$ cat config.mk
export PLATFORM = sky130hd
export DESIGN_NAME = gpi_debounce
export DESIGN_NICKNAME = d
export VERILOG_FILES = /design/src/rtl/gpi_debounce_pkg.sv /design/src/rtl/gpi_debounce_bit.sv /design/src/rtl/gpi_debounce.sv
export SDC_FILE = /design/constraint.sdc
export NUM_CORES = 1
export LEC_CHECK = 0
export ABC_AREA = 1
export CORE_MARGIN = 2
export CORE_UTILIZATION = 24
export DETAILED_ROUTE_END_ITERATION = 7
export PLACE_DENSITY = 0.45
export SLEW_MARGIN = 10
export SYNTH_ARGS = -nofsm -noshare
export SYNTH_HDL_FRONTEND = slang
export SYNTH_SLANG_ARGS = --single-unit
$ cat constraint.sdc
create_clock -name clk_sys_i -period 1.9 [get_ports clk_sys_i]
set_input_delay 0.38 -clock clk_sys_i [delete_from_list [all_inputs] [get_ports clk_sys_i]]
set_output_delay 0.38 -clock clk_sys_i [all_outputs]
set_load 0.005 [all_outputs]
$ cat src/rtl/gpi_debounce_pkg.sv
// Shared types for the general-purpose input debouncer.
//
// Contents:
//   deb_state_e : per-bit filter state
//                 StIdle  - synchronised input agrees with the accepted level
//                 StCount - input disagrees; counting consecutive disagreeing cycles
//   cnt_width() : width of the per-bit disagreement counter for a given cycle count
package gpi_debounce_pkg;

  typedef enum logic {
    StIdle  = 1'b0,
    StCount = 1'b1
  } deb_state_e;

  // Counter must hold values up to DebounceCycles - 1. Sizing for DebounceCycles + 1
  // keeps the width at least one bit when DebounceCycles == 1.
  function automatic int unsigned cnt_width(input int unsigned cycles);
    return $clog2(cycles + 1);
  endfunction

endpackage

$ cat src/rtl/gpi_debounce_bit.sv
// Single-bit input conditioner: two-flop synchroniser, disagreement counter and
// acceptance state machine producing a clean level plus one-cycle edge pulses.
//
// Ports:
//   clk_sys_i    : system clock
//   rst_sys_ni   : asynchronous active-low reset
//   raw_i        : raw pad input, asynchronous to clk_sys_i
//   stable_o     : debounced level (registered)
//   rise_o       : one-cycle pulse when a 0->1 change is accepted (registered)
//   fall_o       : one-cycle pulse when a 1->0 change is accepted (registered)
//   rise_next_o  : next-state value of rise_o, lets the parent register an OR alongside
//   fall_next_o  : next-state value of fall_o
module gpi_debounce_bit
  import gpi_debounce_pkg::*;
#(
  parameter int unsigned DebounceCycles = 4,
  parameter logic        ResetValue     = 1'b0
) (
  input  logic clk_sys_i,
  input  logic rst_sys_ni,
  input  logic raw_i,
  output logic stable_o,
  output logic rise_o,
  output logic fall_o,
  output logic rise_next_o,
  output logic fall_next_o
);

  localparam int unsigned CntW = cnt_width(DebounceCycles);
  localparam logic [CntW-1:0] CntMax = CntW'(DebounceCycles - 1);
  localparam logic [CntW-1:0] CntOne = CntW'(1);

  logic            sync1_q, sync2_q;
  deb_state_e      state_d, state_q;
  logic [CntW-1:0] cnt_d, cnt_q;
  logic            stable_d, stable_q;
  logic            rise_d, rise_q;
  logic            fall_d, fall_q;

  // Plain flop chain, nothing between the stages, to give the first flop a full
  // cycle to resolve metastability.
  always_ff @(posedge clk_sys_i or negedge rst_sys_ni) begin
    if (!rst_sys_ni) begin
      sync1_q <= ResetValue;
      sync2_q <= ResetValue;
    end else begin
      sync1_q <= raw_i;
      sync2_q <= sync1_q;
    end
  end

  always_comb begin
    state_d  = state_q;
    cnt_d    = cnt_q;
    stable_d = stable_q;
    rise_d   = 1'b0;
    fall_d   = 1'b0;
    unique case (state_q)
      StIdle: begin
        cnt_d = '0;
        if (sync2_q != stable_q) begin
          if (DebounceCycles == 1) begin
            // No filtering window: the first disagreeing cycle is accepted.
            stable_d = sync2_q;
            rise_d   = sync2_q;
            fall_d   = ~sync2_q;
          end else begin
            state_d = StCount;
            cnt_d   = CntOne;
          end
        end
      end
      StCount: begin
        if (sync2_q == stable_q) begin
          // Bounced back before the window expired: drop progress silently.
          state_d = StIdle;
          cnt_d   = '0;
        end else if (cnt_q == CntMax) begin
          state_d  = StIdle;
          cnt_d    = '0;
          stable_d = sync2_q;
          rise_d   = sync2_q;
          fall_d   = ~sync2_q;
        end else begin
          cnt_d = cnt_q + CntOne;
        end
      end
      default: begin
        state_d = StIdle;
        cnt_d   = '0;
      end
    endcase
  end

  always_ff @(posedge clk_sys_i or negedge rst_sys_ni) begin
    if (!rst_sys_ni) begin
      state_q  <= StIdle;
      cnt_q    <= '0;
      stable_q <= ResetValue;
      rise_q   <= 1'b0;
      fall_q   <= 1'b0;
    end else begin
      state_q  <= state_d;
      cnt_q    <= cnt_d;
      stable_q <= stable_d;
      rise_q   <= rise_d;
      fall_q   <= fall_d;
    end
  end

  assign stable_o    = stable_q;
  assign rise_o      = rise_q;
  assign fall_o      = fall_q;
  assign rise_next_o = rise_d;
  assign fall_next_o = fall_d;

endmodule

$ cat src/rtl/gpi_debounce.sv
// General-purpose input conditioning: Width independent synchronise-and-debounce
// channels feeding the system GPI bus, plus aggregated change indication.
//
// Parameters:
//   Width          : number of independent input bits
//   DebounceCycles : consecutive disagreeing cycles needed to accept a new level (>= 1)
//   ResetValue     : reset value of synchroniser flops and stable_o, per bit
//
// Ports:
//   clk_sys_i  : system clock
//   rst_sys_ni : asynchronous active-low reset
//   raw_i      : raw pad inputs, asynchronous to clk_sys_i
//   stable_o   : debounced levels
//   rise_o     : per-bit one-cycle pulse on accepted 0->1
//   fall_o     : per-bit one-cycle pulse on accepted 1->0
//   change_o   : OR of all rise_o/fall_o bits, asserted in the same cycle as them
module gpi_debounce
  import gpi_debounce_pkg::*;
#(
  parameter int unsigned          Width          = 8,
  parameter int unsigned          DebounceCycles = 500_000,
  parameter logic [Width-1:0]     ResetValue     = '0
) (
  input  logic             clk_sys_i,
  input  logic             rst_sys_ni,
  input  logic [Width-1:0] raw_i,
  output logic [Width-1:0] stable_o,
  output logic [Width-1:0] rise_o,
  output logic [Width-1:0] fall_o,
  output logic             change_o
);

  if (DebounceCycles < 1) begin : g_bad_cycles
    $error("gpi_debounce: DebounceCycles must be >= 1");
  end

  logic [Width-1:0] rise_next;
  logic [Width-1:0] fall_next;
  logic             change_d, change_q;

  for (genvar i = 0; i < Width; i++) begin : g_bit
    gpi_debounce_bit #(
      .DebounceCycles (DebounceCycles),
      .ResetValue     (ResetValue[i])
    ) u_bit (
      .clk_sys_i   (clk_sys_i),
      .rst_sys_ni  (rst_sys_ni),
      .raw_i       (raw_i[i]),
      .stable_o    (stable_o[i]),
      .rise_o      (rise_o[i]),
      .fall_o      (fall_o[i]),
      .rise_next_o (rise_next[i]),
      .fall_next_o (fall_next[i])
    );
  end

  // Built from the per-bit next-state pulses so the registered OR lines up with
  // the registered rise/fall outputs.
  always_comb begin
    change_d = |(rise_next | fall_next);
  end

  always_ff @(posedge clk_sys_i or negedge rst_sys_ni) begin
    if (!rst_sys_ni) begin
      change_q <= 1'b0;
    end else begin
      change_q <= change_d;
    end
  end

  assign change_o = change_q;

endmodule

# After elaboration in Yosys (flattened, before gate mapping)
# Cells that the tools add are included.
[word_totals]
regBits = 201
input_bits = 10
out_inout_bits = 25
word_cells = 235
[classes]
addsub = 8
n_eq_ne = 24
mux = 112
bitwise_logic = 25
reduce_logical = 9
[op_table]
columns = ["operator", "count"]
rows = [
  ["two-way mux 19 bit", 16],
  ["one-hot mux 19 bit (2 select lines)", 8],
  ["adder 19 x 1 -> 19 bit (second input constant)", 8],
  ["== test 19 bit (second input constant)", 8],
  ["two-way mux 1 bit", 80],
  ["inverter 1 bit", 24],
  ["AND reduction 3 bit", 8],
  ["one-hot mux 1 bit (2 select lines)", 8],
  ["== test 1 bit", 8],
  ["!= test 1 bit", 8],
  ["OR 8 bit", 1],
  ["OR reduction 8 bit", 1],
]

# Depth between registers and ports, before layout
[logic_depth]
word_depth = 6
depth_mapped = 10

# Cells and area by module
# From an unflattened synthesis, not the netlist that was laid out.
[hier_totals]
hier_cells = 1607
area_unflattened_um2 = 12194.2
[by_module_without_submodules]
columns = ["mod", "instances", "cells_each", "area_each_um2", "seq_area_each_um2"]
rows = [
  ["gpi_debounce_bit (g_bit[0].u_bit ...)", 7, 199, 1516.5, 625.6],
  ["gpi_debounce_bit (g_bit[7].u_bit)", 1, 198, 1497.7, 625.6],
  ["gpi_debounce", 1, 16, 81.3, 25.0],
]

# Worst setup path before layout
# No wires, ideal clock.
[synth_timing]
path_kind = "reg-to-reg"
from = "register g_bit[4].u_bit.cnt_q[0]"
to = "register g_bit[4].u_bit.cnt_q[14]"
setup_time_ns = 0.125
arrival_ns = 1.273
t_required_ns = 1.775
path_slack_ns = 0.502
stages_incl_launch_ff = 8
path_buffers = 1
path_cell_list = "dfrtp_1 ha_1 nand3_2 nor3_2 nand2_1 nand2_4 buf_8 nor3_1"
[synth_between]
elab_chain_cells = 4
[synth_lines]
columns = ["element", "line", "rtl"]
rows = [
  ["start: declaration", "gpi_debounce_bit.sv:35", "logic [CntW-1:0] cnt_d, cnt_q;"],
  ["start signal: assignment", "gpi_debounce_bit.sv:104", "cnt_q <= cnt_d;"],
  ["adder 19 x 1 -> 19 bit or == test 19 bit (tied branches)", "gpi_debounce_bit.sv:85, gpi_debounce_bit.sv:78", ""],
  ["two-way mux 19 bit (*)", "gpi_debounce_bit.sv:78", "end else if (cnt_q == CntMax) begin"],
  ["two-way mux 19 bit (*)", "gpi_debounce_bit.sv:74", "if (sync2_q == stable_q) begin"],
  ["one-hot mux 19 bit (2 select lines) (*)", "gpi_debounce_bit.sv:58", "unique case (state_q)"],
  ["via g_bit[4].u_bit.cnt_d[14]", "gpi_debounce_bit.sv:35", ""],
]
# The timed path passes the listed nets; every way through them passes the cells marked *.
# A chain may end at the register's enable or synchronous reset.

# Worst setup path after layout
[layout_timing]
from = "register change_q (netlist: change_o)"
to = "output port change_o"
[layout_lines]
columns = ["element", "line", "rtl"]
rows = [
  ["start: declaration", "gpi_debounce.sv:39", "logic change_d, change_q;"],
  ["start signal: assignment", "gpi_debounce.sv:67", "change_q <= change_d;"],
  ["end: declaration", "gpi_debounce.sv:30", "output logic change_o"],
]
# No word-level cell between the ends.

==> load_flow_metrics.sql <==
INSERT INTO impl_metrics (metric_group, metric, value, unit) VALUES
('die', 'die_height', '211', 'µm'),
('die', 'start_util', '24.4', '%'),
('placement', 'globalplace.congestion', '0.786', ''),
('cts', 'number_of_buffers_added_for_setup_after_cts', '0', ''),
('status', 'run_status', 'complete, no violations', ''),
('setup_path', 'flop_to_flop_setup_slack', '0.23', 'ns'),
('power_and_ir_drop', 'p_leak', '0.00504', 'µW'),
('synth', 'synth-async-reset-ratio', '100', '%'),
('setup_path', 'crit_fanout', '1', ''),
('synth', 'post_synth_most_frequent_cells', 'sky130_fd_sc_hd__nor2_1, sky130_fd_sc_hd__dfrtp_1, sky130_fd_sc_hd__nand2_1, sky130_fd_sc_hd__inv_1, sky130_fd_sc_hd__nand3_1', ''),
('setup_path', 'crit_arrival', '1.46', 'ns'),
('synth', 'synth_area', '0.0103', 'mm²'),
('setup_path', 'critical_path.top_delay_family', 'buffers and inverters', ''),
('global_routing', 'largest_net_degree_at_the_start_of_global_routing', '55', ''),
('worst_hold_path', 'min_path_type', 'input pin to register', ''),
('power_and_ir_drop', 'cellPowerDensity', '823', 'mW/mm²'),
('die', 'io_pins', '35', ''),
('route', 'routed_wirelength', '21100', 'µm'),
('run', 'max_cap_viol_count', '0', ''),
('setup_path', 'cpPeakStageDelay', '0.54', 'ns'),
('setup_path', 'cp_cell_sequence', 'clkdlybuf4s50_1', ''),
('cts', 'tritoncts.num_buffers', '26', ''),
('timing', 'period_share', '96.8', '%'),
('timing', 'final-hold-violation-count', '0', ''),
('timing', 'finish_stage_setup_viols', '0', ''),
('route', 'drt-pass1-iter-count', '4', ''),
('synth', 'mappedNetlistNets', '1244', ''),
('die', 'die_area', '0.0444', 'mm²'),
('die', 'core_area', '0.0420', 'mm²'),
('synth', 'yosysWarningCount', '0', ''),
('timing', 'fin_skew', '0.0138', 'ns'),
('placement', 'hpwl', '15100', 'µm'),
('synth', 'synth_enable_flop_cells', '0', ''),
('timing', 'timing.fmax', '544', 'MHz'),
('setup_path', 'slowest_stage', 'sky130_fd_sc_hd__clkdlybuf4s50_1', ''),
('synth', 'ys_seq_elements', '201', ''),
('placement', 'port_buffers', '34', ''),
('setup_path', 'timing.setup.critical_path_class', 'register to primary output', ''),
('cts', 'cts_tree', 'done', ''),
('timing', 'final.setup.worst_slack', '0.0602', 'ns'),
('die', 'floorplan.die.width', '211', 'µm'),
('timing', 'tns', '0', 'ns'),
('finish', 'n_antenna_cell', '0', ''),
('timing', 'grt_setup_unrepaired', 'no', ''),
('timing', 'min_period', '1.84', 'ns'),
('synth', 'synth_cell_type_count', '32', ''),
('route', 'final_antenna_net_count', '0', ''),
('global_routing', 'gr-total-overflow', '0', ''),
('synth', 'ys_dominant_reg_cell', 'sky130_fd_sc_hd__dfrtp_1', ''),
('global_routing', 'all_layer_gr_usage', '9.94', '%'),
('power_and_ir_drop', 'vdd_drop_max', '0.000652', 'V'),
('route', 'avgViaCountPerCell', '4.11', ''),
('setup_path', 'worstPathRequired', '1.52', 'ns'),
('finish', 'post_layout_net_count', '1285', ''),
('route', 'vias', '7491', ''),
('route', 'drt-wirelength-per-cell', '11.6', 'µm'),
('cts', 'worst_setup_hold_path_clk_slew', '0.05', 'ns'),
('synth', 'synthesis.instances', '1226', ''),
('synth', 'syn_area_per_cell', '8.37', 'µm²'),
('cts', 'clockBufferDepth', '3', ''),
('finish', 'n_fill_cell', '4498', ''),
('cts', 'clk_latency', '0.54', 'ns'),
('finish', 'final_util', '28.6', '%'),
('placement', 'preCtsSetupSlack', '0.157', 'ns'),
('route', 'post-route-drc-count', '0', ''),
('synth', 'synthMostInstantiatedCell', 'sky130_fd_sc_hd__nor2_1', ''),
('route', 'detail_route.iter0.violations', '329', ''),
('global_routing', 'antenna_found_initial', '0', ''),
('timing', 'final-max-slew-violation-count', '0', ''),
('timing', 'worst_slew_margin_relative_to_its_limit', '66.5', '%'),
('setup_path', 'worst-path-buf-inv', '1', '');
[placed cells by master, fill, tap and decap left out, types with 7 or more instances in the layout]
cell type,instances
sky130_fd_sc_hd__a21oi_1,13
sky130_fd_sc_hd__clkbuf_1,7
sky130_fd_sc_hd__clkbuf_16,27
sky130_fd_sc_hd__clkdlybuf4s50_1,29
sky130_fd_sc_hd__dfrtp_1,201
sky130_fd_sc_hd__ha_1,8
sky130_fd_sc_hd__inv_1,152
sky130_fd_sc_hd__nand2_1,193
sky130_fd_sc_hd__nand2_2,17
sky130_fd_sc_hd__nand3_1,98
sky130_fd_sc_hd__nand3_2,7
sky130_fd_sc_hd__nand4_1,23
sky130_fd_sc_hd__nor2_1,253
sky130_fd_sc_hd__nor2_2,24
sky130_fd_sc_hd__nor2_4,20
sky130_fd_sc_hd__nor3_1,39
sky130_fd_sc_hd__nor3b_1,22
sky130_fd_sc_hd__o21ai_0,28
sky130_fd_sc_hd__xnor2_1,14
sky130_fd_sc_hd__xor2_1,44
[metal layers]
| layer | GRT usage, % | vias up | share of wire, % |
|---|---|---|---|
| met4 | 2.72 | 0 | 2.4 |
| met2 | 15.8 | 78 | 44 |
| li1 | - | 3931 | - |
| met3 | 1.99 | 33 | 3.7 |
| met5 | 0 | - | 0 |
| met1 | 13.8 | 3449 | 50 |
[report_power, final]
part           internal [µW]  leakage (µW)  total [µW]  switching [µW]
logic                    143       0.00187         443             300
registers               4370       0.00274        4420            53.0
clock network           3180      0.000427        5040            1860
[path summary, 6_finish.rpt]
path	end	startpoint	depth (start not counted)
worst max-delay path	change_o	change_o	1
worst min-delay path	g_bit[6].u_bit.sync1_q	raw_i[6]	1
worst max register to register	change_o	g_bit[5].u_bit.cnt_q[0]	9
worst min register to register	g_bit[6].u_bit.sync2_q	g_bit[6].u_bit.sync1_q	0
max in group asynchronous	g_bit[2].u_bit.cnt_q[9]	rst_sys_ni	3
min in group asynchronous	g_bit[0].u_bit.cnt_q[12]	rst_sys_ni	2
[sequential cells by signal (all words and copies together) (netlist names)]
signal and cells:
g_bit.u_bit.state_q 8, change_o 1, g_bit.u_bit.rise_o 8, g_bit.u_bit.sync1_q 8, g_bit.u_bit.stable_o 8, g_bit.u_bit.cnt_q 152, g_bit.u_bit.sync2_q 8, g_bit.u_bit.fall_o 8
[final cells by class]
cell class              instances  area (µm²)  share of cell area (%)
flip-flops and latches        201        5030                    41.8
repair buffers                 45         495                    4.11
multi-input cells             838        4380                    36.4
clock buffers                  39         771                    6.40
inverters                     155         582                    4.83
well taps                     539         674                    5.60
clock inverters                 6         108                   0.894
[logic make-up (layout without fill, tap and decap cells)]
logic type | Yosys count | after routing | synth area share (%)
compound gates | 50 | 50 | 2.60
xor+xnor | 58 | 58 | 4.95
fa+ha+maj | 8 | 8 | 0.975
buf+inv | 187 | 245 | 8.30
flops | 201 | 201 | 49.0
simple gates | 722 | 722 | 34.2
[repair_timing]
item	CTS	global route
hold buffers	1	0
endpoints found under the setup margin	2	2
gates resized for setup	2	2
endpoints found under the hold margin	48	0
[metrics by stage]
step / cell area, µm² / total power, µW / cells / hold WS [ns]
6_report: 12000 / 9910 / 1823 / 0.284
5_1_grt: 12000 / 10400 / 1823 / 0.266
4_1_cts: 12000 / 10100 / 1823 / 0.260
3_5_place_dp: 11200 / 4960 / 1777 / 0.339
3_3_place_gp: 11200 / 4960 / 1777 / 0.334
2_1_floorplan: 10300 / 4760 / 1226 / 0.0844
(Power assumes the default switching activity.)
